File: src/rtl/impulse_seq_ctrl.sv
// Pulse sequencer: fetches a timed command, then plays blank / pulse train / blank with
// per-pulse frequency programming, requesting the next command when done or on error.
module impulse_seq_ctrl #(
  parameter int unsigned REQ_TIMEOUT = 1024,
  parameter int unsigned FREQ_W      = 48
) (
  input  logic              CLK,
  input  logic              rst_n,
  input  logic [63:0]       TIME,
  input  logic              ABORT,
  input  logic              DATA_WR,
  input  logic [FREQ_W-1:0] FREQ,
  input  logic [FREQ_W-1:0] FREQ_STEP,
  input  logic [31:0]       FREQ_RATE,
  input  logic [63:0]       TIME_START,
  input  logic [15:0]       N_impulse,
  input  logic [1:0]        TYPE_impulse,
  input  logic [31:0]       Interval_Ti,
  input  logic [31:0]       Interval_Tp,
  input  logic [31:0]       Tblank1,
  input  logic [31:0]       Tblank2,
  output logic              REQ_COMM,
  output logic              IMP,
  output logic              BLANK,
  output logic [FREQ_W-1:0] FREQ_OUT,
  output logic              FREQ_LOAD,
  output logic              BUSY,
  output logic [15:0]       IMP_CNT,
  output logic              ERR_LATE,
  output logic              ERR_CFG
);

  localparam logic [2:0] StIdle    = 3'd0;
  localparam logic [2:0] StReq     = 3'd1;
  localparam logic [2:0] StWaitCmd = 3'd2;
  localparam logic [2:0] StArmed   = 3'd3;
  localparam logic [2:0] StBlank1  = 3'd4;
  localparam logic [2:0] StPulse   = 3'd5;
  localparam logic [2:0] StGap     = 3'd6;
  localparam logic [2:0] StBlank2  = 3'd7;

  logic [2:0]        state_q, state_d;
  logic [31:0]       cnt_q, cnt_d;
  logic [31:0]       rcnt_q, rcnt_d;
  logic              first_q, first_d;
  logic [FREQ_W-1:0] freq_out_q, freq_out_d;
  logic [FREQ_W-1:0] base_q, base_d;
  logic [15:0]       imp_cnt_q, imp_cnt_d;
  logic              freq_load_q, freq_load_d;
  logic              err_late_q, err_late_d;
  logic              err_cfg_q, err_cfg_d;
  logic [FREQ_W-1:0] step_q, step_d;
  logic [31:0]       rate_q, rate_d;
  logic [63:0]       tstart_q, tstart_d;
  logic [15:0]       n_q, n_d;
  logic [1:0]        type_q, type_d;
  logic [31:0]       ti_q, ti_d, tp_q, tp_d, tb1_q, tb1_d, tb2_q, tb2_d;
  logic              pulse_start;
  logic              cfg_bad;

  assign cfg_bad = (tstart_q == '1) || (n_q == 16'd0) || (ti_q == 32'd0) || (ti_q >= tp_q);

  always_comb begin
    state_d     = state_q;
    cnt_d       = cnt_q;
    rcnt_d      = rcnt_q;
    first_d     = 1'b0;
    freq_out_d  = freq_out_q;
    base_d      = base_q;
    imp_cnt_d   = imp_cnt_q;
    freq_load_d = 1'b0;
    err_late_d  = 1'b0;
    err_cfg_d   = 1'b0;
    step_d      = step_q;
    rate_d      = rate_q;
    tstart_d    = tstart_q;
    n_d         = n_q;
    type_d      = type_q;
    ti_d        = ti_q;
    tp_d        = tp_q;
    tb1_d       = tb1_q;
    tb2_d       = tb2_q;
    pulse_start = 1'b0;
    if (ABORT) begin
      state_d = StIdle;
    end else begin
      case (state_q)
        StIdle: state_d = StReq;
        StReq: begin
          state_d = StWaitCmd;
          cnt_d   = 32'(REQ_TIMEOUT);
        end
        StWaitCmd: begin
          if (DATA_WR) begin
            base_d    = FREQ;
            step_d    = FREQ_STEP;
            rate_d    = FREQ_RATE;
            tstart_d  = TIME_START;
            n_d       = N_impulse;
            type_d    = TYPE_impulse;
            ti_d      = Interval_Ti;
            tp_d      = Interval_Tp;
            tb1_d     = Tblank1;
            tb2_d     = Tblank2;
            imp_cnt_d = 16'd0;
            first_d   = 1'b1;
            state_d   = StArmed;
          end else if (cnt_q <= 32'd1) begin
            state_d = StReq;
          end else begin
            cnt_d = cnt_q - 32'd1;
          end
        end
        StArmed: begin
          // Late check only on the first cycle so later TIME jumps just re-compare.
          if (first_q && cfg_bad) begin
            err_cfg_d = 1'b1;
            state_d   = StReq;
          end else if (first_q && (TIME > tstart_q)) begin
            err_late_d = 1'b1;
            state_d    = StReq;
          end else if (TIME >= tstart_q) begin
            if (tb1_q != 32'd0) begin
              state_d = StBlank1;
              cnt_d   = tb1_q;
            end else begin
              pulse_start = 1'b1;
            end
          end
        end
        StBlank1, StGap: begin
          if (cnt_q == 32'd1) pulse_start = 1'b1;
          else cnt_d = cnt_q - 32'd1;
        end
        StPulse: begin
          if (cnt_q == 32'd1) begin
            imp_cnt_d = imp_cnt_q + 16'd1;
            if (imp_cnt_q + 16'd1 == n_q) begin
              if (tb2_q != 32'd0) begin
                state_d = StBlank2;
                cnt_d   = tb2_q;
              end else begin
                state_d = StReq;
              end
            end else begin
              state_d = StGap;
              cnt_d   = tp_q - ti_q;
            end
          end else begin
            cnt_d = cnt_q - 32'd1;
            if (type_q == 2'd1 && rate_q != 32'd0) begin
              if (rcnt_q == 32'd1) begin
                freq_out_d  = freq_out_q + step_q;
                freq_load_d = 1'b1;
                rcnt_d      = rate_q;
              end else begin
                rcnt_d = rcnt_q - 32'd1;
              end
            end
          end
        end
        StBlank2: begin
          if (cnt_q == 32'd1) state_d = StReq;
          else cnt_d = cnt_q - 32'd1;
        end
        default: state_d = StIdle;
      endcase
    end
    if (pulse_start) begin
      state_d     = StPulse;
      cnt_d       = ti_q;
      rcnt_d      = rate_q;
      freq_out_d  = base_q;
      freq_load_d = 1'b1;
      // Sweep mode: base accumulates one step per pulse, no multiplier needed.
      if (type_q == 2'd2) base_d = base_q + step_q;
    end
  end

  always_ff @(posedge CLK) begin
    if (!rst_n) begin
      state_q     <= StIdle;
      cnt_q       <= '0;
      rcnt_q      <= '0;
      first_q     <= 1'b0;
      freq_out_q  <= '0;
      base_q      <= '0;
      imp_cnt_q   <= '0;
      freq_load_q <= 1'b0;
      err_late_q  <= 1'b0;
      err_cfg_q   <= 1'b0;
      step_q      <= '0;
      rate_q      <= '0;
      tstart_q    <= '0;
      n_q         <= '0;
      type_q      <= '0;
      ti_q        <= '0;
      tp_q        <= '0;
      tb1_q       <= '0;
      tb2_q       <= '0;
    end else begin
      state_q     <= state_d;
      cnt_q       <= cnt_d;
      rcnt_q      <= rcnt_d;
      first_q     <= first_d;
      freq_out_q  <= freq_out_d;
      base_q      <= base_d;
      imp_cnt_q   <= imp_cnt_d;
      freq_load_q <= freq_load_d;
      err_late_q  <= err_late_d;
      err_cfg_q   <= err_cfg_d;
      step_q      <= step_d;
      rate_q      <= rate_d;
      tstart_q    <= tstart_d;
      n_q         <= n_d;
      type_q      <= type_d;
      ti_q        <= ti_d;
      tp_q        <= tp_d;
      tb1_q       <= tb1_d;
      tb2_q       <= tb2_d;
    end
  end

  assign REQ_COMM  = (state_q == StReq);
  assign IMP       = (state_q == StPulse);
  assign BLANK     = (state_q == StBlank1) || (state_q == StBlank2);
  assign BUSY      = (state_q != StIdle) && (state_q != StReq) && (state_q != StWaitCmd);
  assign FREQ_OUT  = freq_out_q;
  assign FREQ_LOAD = freq_load_q;
  assign IMP_CNT   = imp_cnt_q;
  assign ERR_LATE  = err_late_q;
  assign ERR_CFG   = err_cfg_q;

endmodule

File: config.mk
export PLATFORM = sky130hd
export DESIGN_NAME = impulse_seq_ctrl
export DESIGN_NICKNAME = d
export VERILOG_FILES = /design/src/rtl/impulse_seq_ctrl.sv
export SDC_FILE = /design/constraint.sdc
export NUM_CORES = 2
export LEC_CHECK = 0
export ABC_CLOCK_PERIOD_IN_PS = 4700
export CAP_MARGIN = 15
export CORE_AREA = 2 2 447 271
export CTS_CLUSTER_SIZE = 8
export DETAILED_ROUTE_END_ITERATION = 8
export DIE_AREA = 0 0 449 273
export PLACE_DENSITY_LB_ADDON = 0.15
export SKIP_LAST_GASP = 1
export SLEW_MARGIN = 15
export SYNTH_ARGS = -nofsm -noshare
export SYNTH_HDL_FRONTEND = slang
export SYNTH_SLANG_ARGS = --single-unit
File: constraint.sdc
create_clock -name CLK -period 4.7 [get_ports CLK]
set_input_delay 0.94 -clock CLK [delete_from_list [all_inputs] [get_ports CLK]]
set_output_delay 0.94 -clock CLK [all_outputs]
set_load 0.1 [all_outputs]
==> run summary <==
initial antenna violation count: 16
CP Depth: 12
critical-path maximum fanout: 4
postcts setup bufs: 0
Final setup viols: 0
GRT Util Overall: 20.6%
RSZ-0062 raised after global routing: false
area of the multi-input gates: 18600 um^2
grt total ovfl: 0
Hold Violations, Final: 0
design area: 38500 um^2
Post-synth EDFFs: 0
Min-Delay Path Class: flip-flop to flip-flop
CTS resizes: 0
most frequent cells in the layout: 904 x nand2_1, 587 x a21oi_1, 473 x dfxtp_1
Required @ worst endpoint: 5.25 ns
cells after synthesis: 4059
Final nets: 5112
Mean Syn Cell Area: 7.26 um^2
Leak: 14.5 nW
CTS tree: yes
cell-by-cell trace of the critical path: ha_1 -> o211ai_1 -> o21ai_0 -> o2111ai_1 -> a211o_1 -> a311oi_1 -> o22ai_1 -> o21ai_0 -> a21oi_1 -> xor2_1 -> or3_1 -> a311oi_1
Reg clk slew, reported paths: 0.06 ns
Setup TNS: 0 ns
commonest non-fill, non-tap cell in the layout: nand2_1
synthesized area: 29500 um^2
max-cap violations: 0
wire per inst: 21.4 um
Primary FF master, synth: dfxtp_1
die height: 273 um
# clock sinks: 473
# port buffers: 476
kind of critical path: flip-flop to flip-flop
number of buffers created by CTS: 69
CP top delay family: compound AO/OA/AOI/OAI gates
Detail Placement HPWL: 101000 um
largest net degree at the start of global routing: 145
Worst R2R Setup Slack: 0.52 ns
crit path capture type: flip-flop
core area: 118000 um^2
Rows: 98
io pins: 477
hold_buf cts: 0
DR pass1 iterations: 5
total die area: 123000 um^2
Synth async-reset ratio: 0%
root buffer cell: clkbuf_16
placed inst area: 36600 um^2
Setup Skew: 0.0277 ns
Least-Margin Pin Slew: 1.13 ns
worst hold slack: 0.456 ns
Syn Nets: 4663
Max H-tree Level: 3
Finished Layout Cells: 6122
DRC Markers: 0
chip width: 449 um
max-slew violations: 0
initial DRC count: 2542
crit path buf inv count: 0
routed via count: 30800
sequential area share after synthesis: 32.1%
Crit-path slowest cell: a311oi_1
drt total wl: 131000 um
crit share post-route: 88.8%
outcome: finished, final reports clean
global-route wire length before repair: 191000 um
worst-case reg-to-reg path depth: 12
Seq. cell area: 9470 um^2
#FFs+latches synth: 473
worst-case clock buffer depth: 3
drt via density: 5.03
hold path depth: 2
Synthesis Warnings: 0
maximum VDD drop: 220 uV
crit start category: flip-flop
area growth from synthesis to layout: 30.7%
Power Dens Cells: 269 nW/um^2
number of global-route vias before repair: 28900
post-route ant nets: 0
max frequency: 239 MHz
routability cong.: 0.928
Worst EP arrival: 4.73 ns
Initial Utilization: 24.9%
Cell variety after synth: 91
Tmin final: 4.18 ns
# fillers: 12800
fraction of layout cells with a size suffix above 1: 5.82%
Slew HR: 24.7%
Worst-Skew Late Latency: 0.65 ns
CP max stage delay: 0.45 ns
number of placed instances, taps included: 6037
-- state kept, by name, indices dropped and copies added, names as in the netlist --
register and cells:
tb1_q 32, step_q 48, FREQ_OUT 48, IMP_CNT 16, n_q 16, cnt_q 32
tb2_q 32, tp_q 32, rate_q 32, type_q 2, ERR_LATE 1, FREQ_LOAD 1
base_q 48, tstart_q 64, rcnt_q 32, state_q 3, ERR_CFG 1, ti_q 32
first_q 1
-- report_power, final --
group          internal [mW]  total, mW  switching, mW
clock network           2.68       4.71           2.03
registers               4.07       4.16         0.0836
logic                  0.704       1.50          0.800
-- final timing paths --
kind / from / endpoint
setup / recovery: FREQ_OUT[2]$_SDFFE_PN0P_ / FREQ_OUT[47]$_SDFFE_PN0P_
hold / removal: tp_q[0]$_SDFFE_PN0P_ / tp_q[0]$_SDFFE_PN0P_
setup reg to reg: FREQ_OUT[2]$_SDFFE_PN0P_ / FREQ_OUT[47]$_SDFFE_PN0P_
hold reg to reg: tp_q[0]$_SDFFE_PN0P_ / tp_q[0]$_SDFFE_PN0P_
-- cell families (layout without fill, tap and decap cells) --
kind of cell	count (synthesis)	in the layout	share of synthesized area, %
AOI/OAI and AO/OA	1211	1211	24.6
and+or+nand+nor	1636	1636	24.6
muxes	24	24	0.849
adders and majority gates	198	198	8.48
buffers and inverters	366	823	4.89
other	0	6	0
DFF	473	473	32.1
xor gates and xnor gates	151	151	4.49
-- through the flow --
| stage | util [%] | setup WS [ns] | total power, mW |
|---|---|---|---|
| floorplan | - | 0.683 | 4.98 |
| global placement | 30.9 | -0.107 | 5.72 |
| detailed placement | 30.9 | -0.110 | 5.72 |
| CTS | 32.5 | 0.579 | 10.5 |
| global route | 32.5 | 0.245 | 10.8 |
| finish | 32.5 | 0.524 | 10.4 |
-- final cells by class --
type	instances	share of cell area (%)
Multi-Input combinational cell	3220	48.3
Tap cell	1600	5.20
Clock buffer	72	4.51
Sequential cell	473	24.6
Timing Repair Buffer	605	15.7
Clock inverter	7	0.351
Inverter	139	1.37
Antenna cell	6	0.0390
-- cells in the mapped netlist (11+ instances only) --
library cell  instances  area, um^2
nor2_1              281        1050
a31oi_1              36         225
and2_1               17         106
ha_1                195        2440
a21o_1               79         593
a22oi_1              33         248
o21bai_1             12        90.1
dfxtp_1             473        9470
nand2_1             904        3390
o22ai_1              15        93.8
clkbuf_1            186         698
nor3_1               62         310
nor2b_1              15        93.8
nand2b_1             35         219
buf_2                30         150
a211oi_1             43         323
a21boi_0             11        82.6
mux2i_1              16         160
a21oi_1             587        2940
xnor2_1              82         718
o21ai_0             200        1000
o221ai_1             18         158
o211ai_1             22         165
nand4_1              61         382
or3_1                22         138
and4_1               11        96.3
nor4_1               62         388
xor2_1               69         604
a311oi_1             24         210
and3_1               25         156
o21ai_1              12        60.1
inv_1               137         514
o31ai_1              12        90.1
nand3_1              83         415
o21a_1               28         210
-- worst min-delay path: stages (launching register included) --
cell     delay [ns]
dfxtp_1        0.31
nand2_1        0.05
a21oi_1        0.05
-- routing by layer --
layer | share of wire [%] | global-route usage, %
met1 | 51 | 31.2
met3 | 7.0 | 4.83
met2 | 40 | 28.9
met4 | 1.8 | 4.44
met5 | 0.077 | 0
Note: power is estimated with default switching activity, not from simulation.
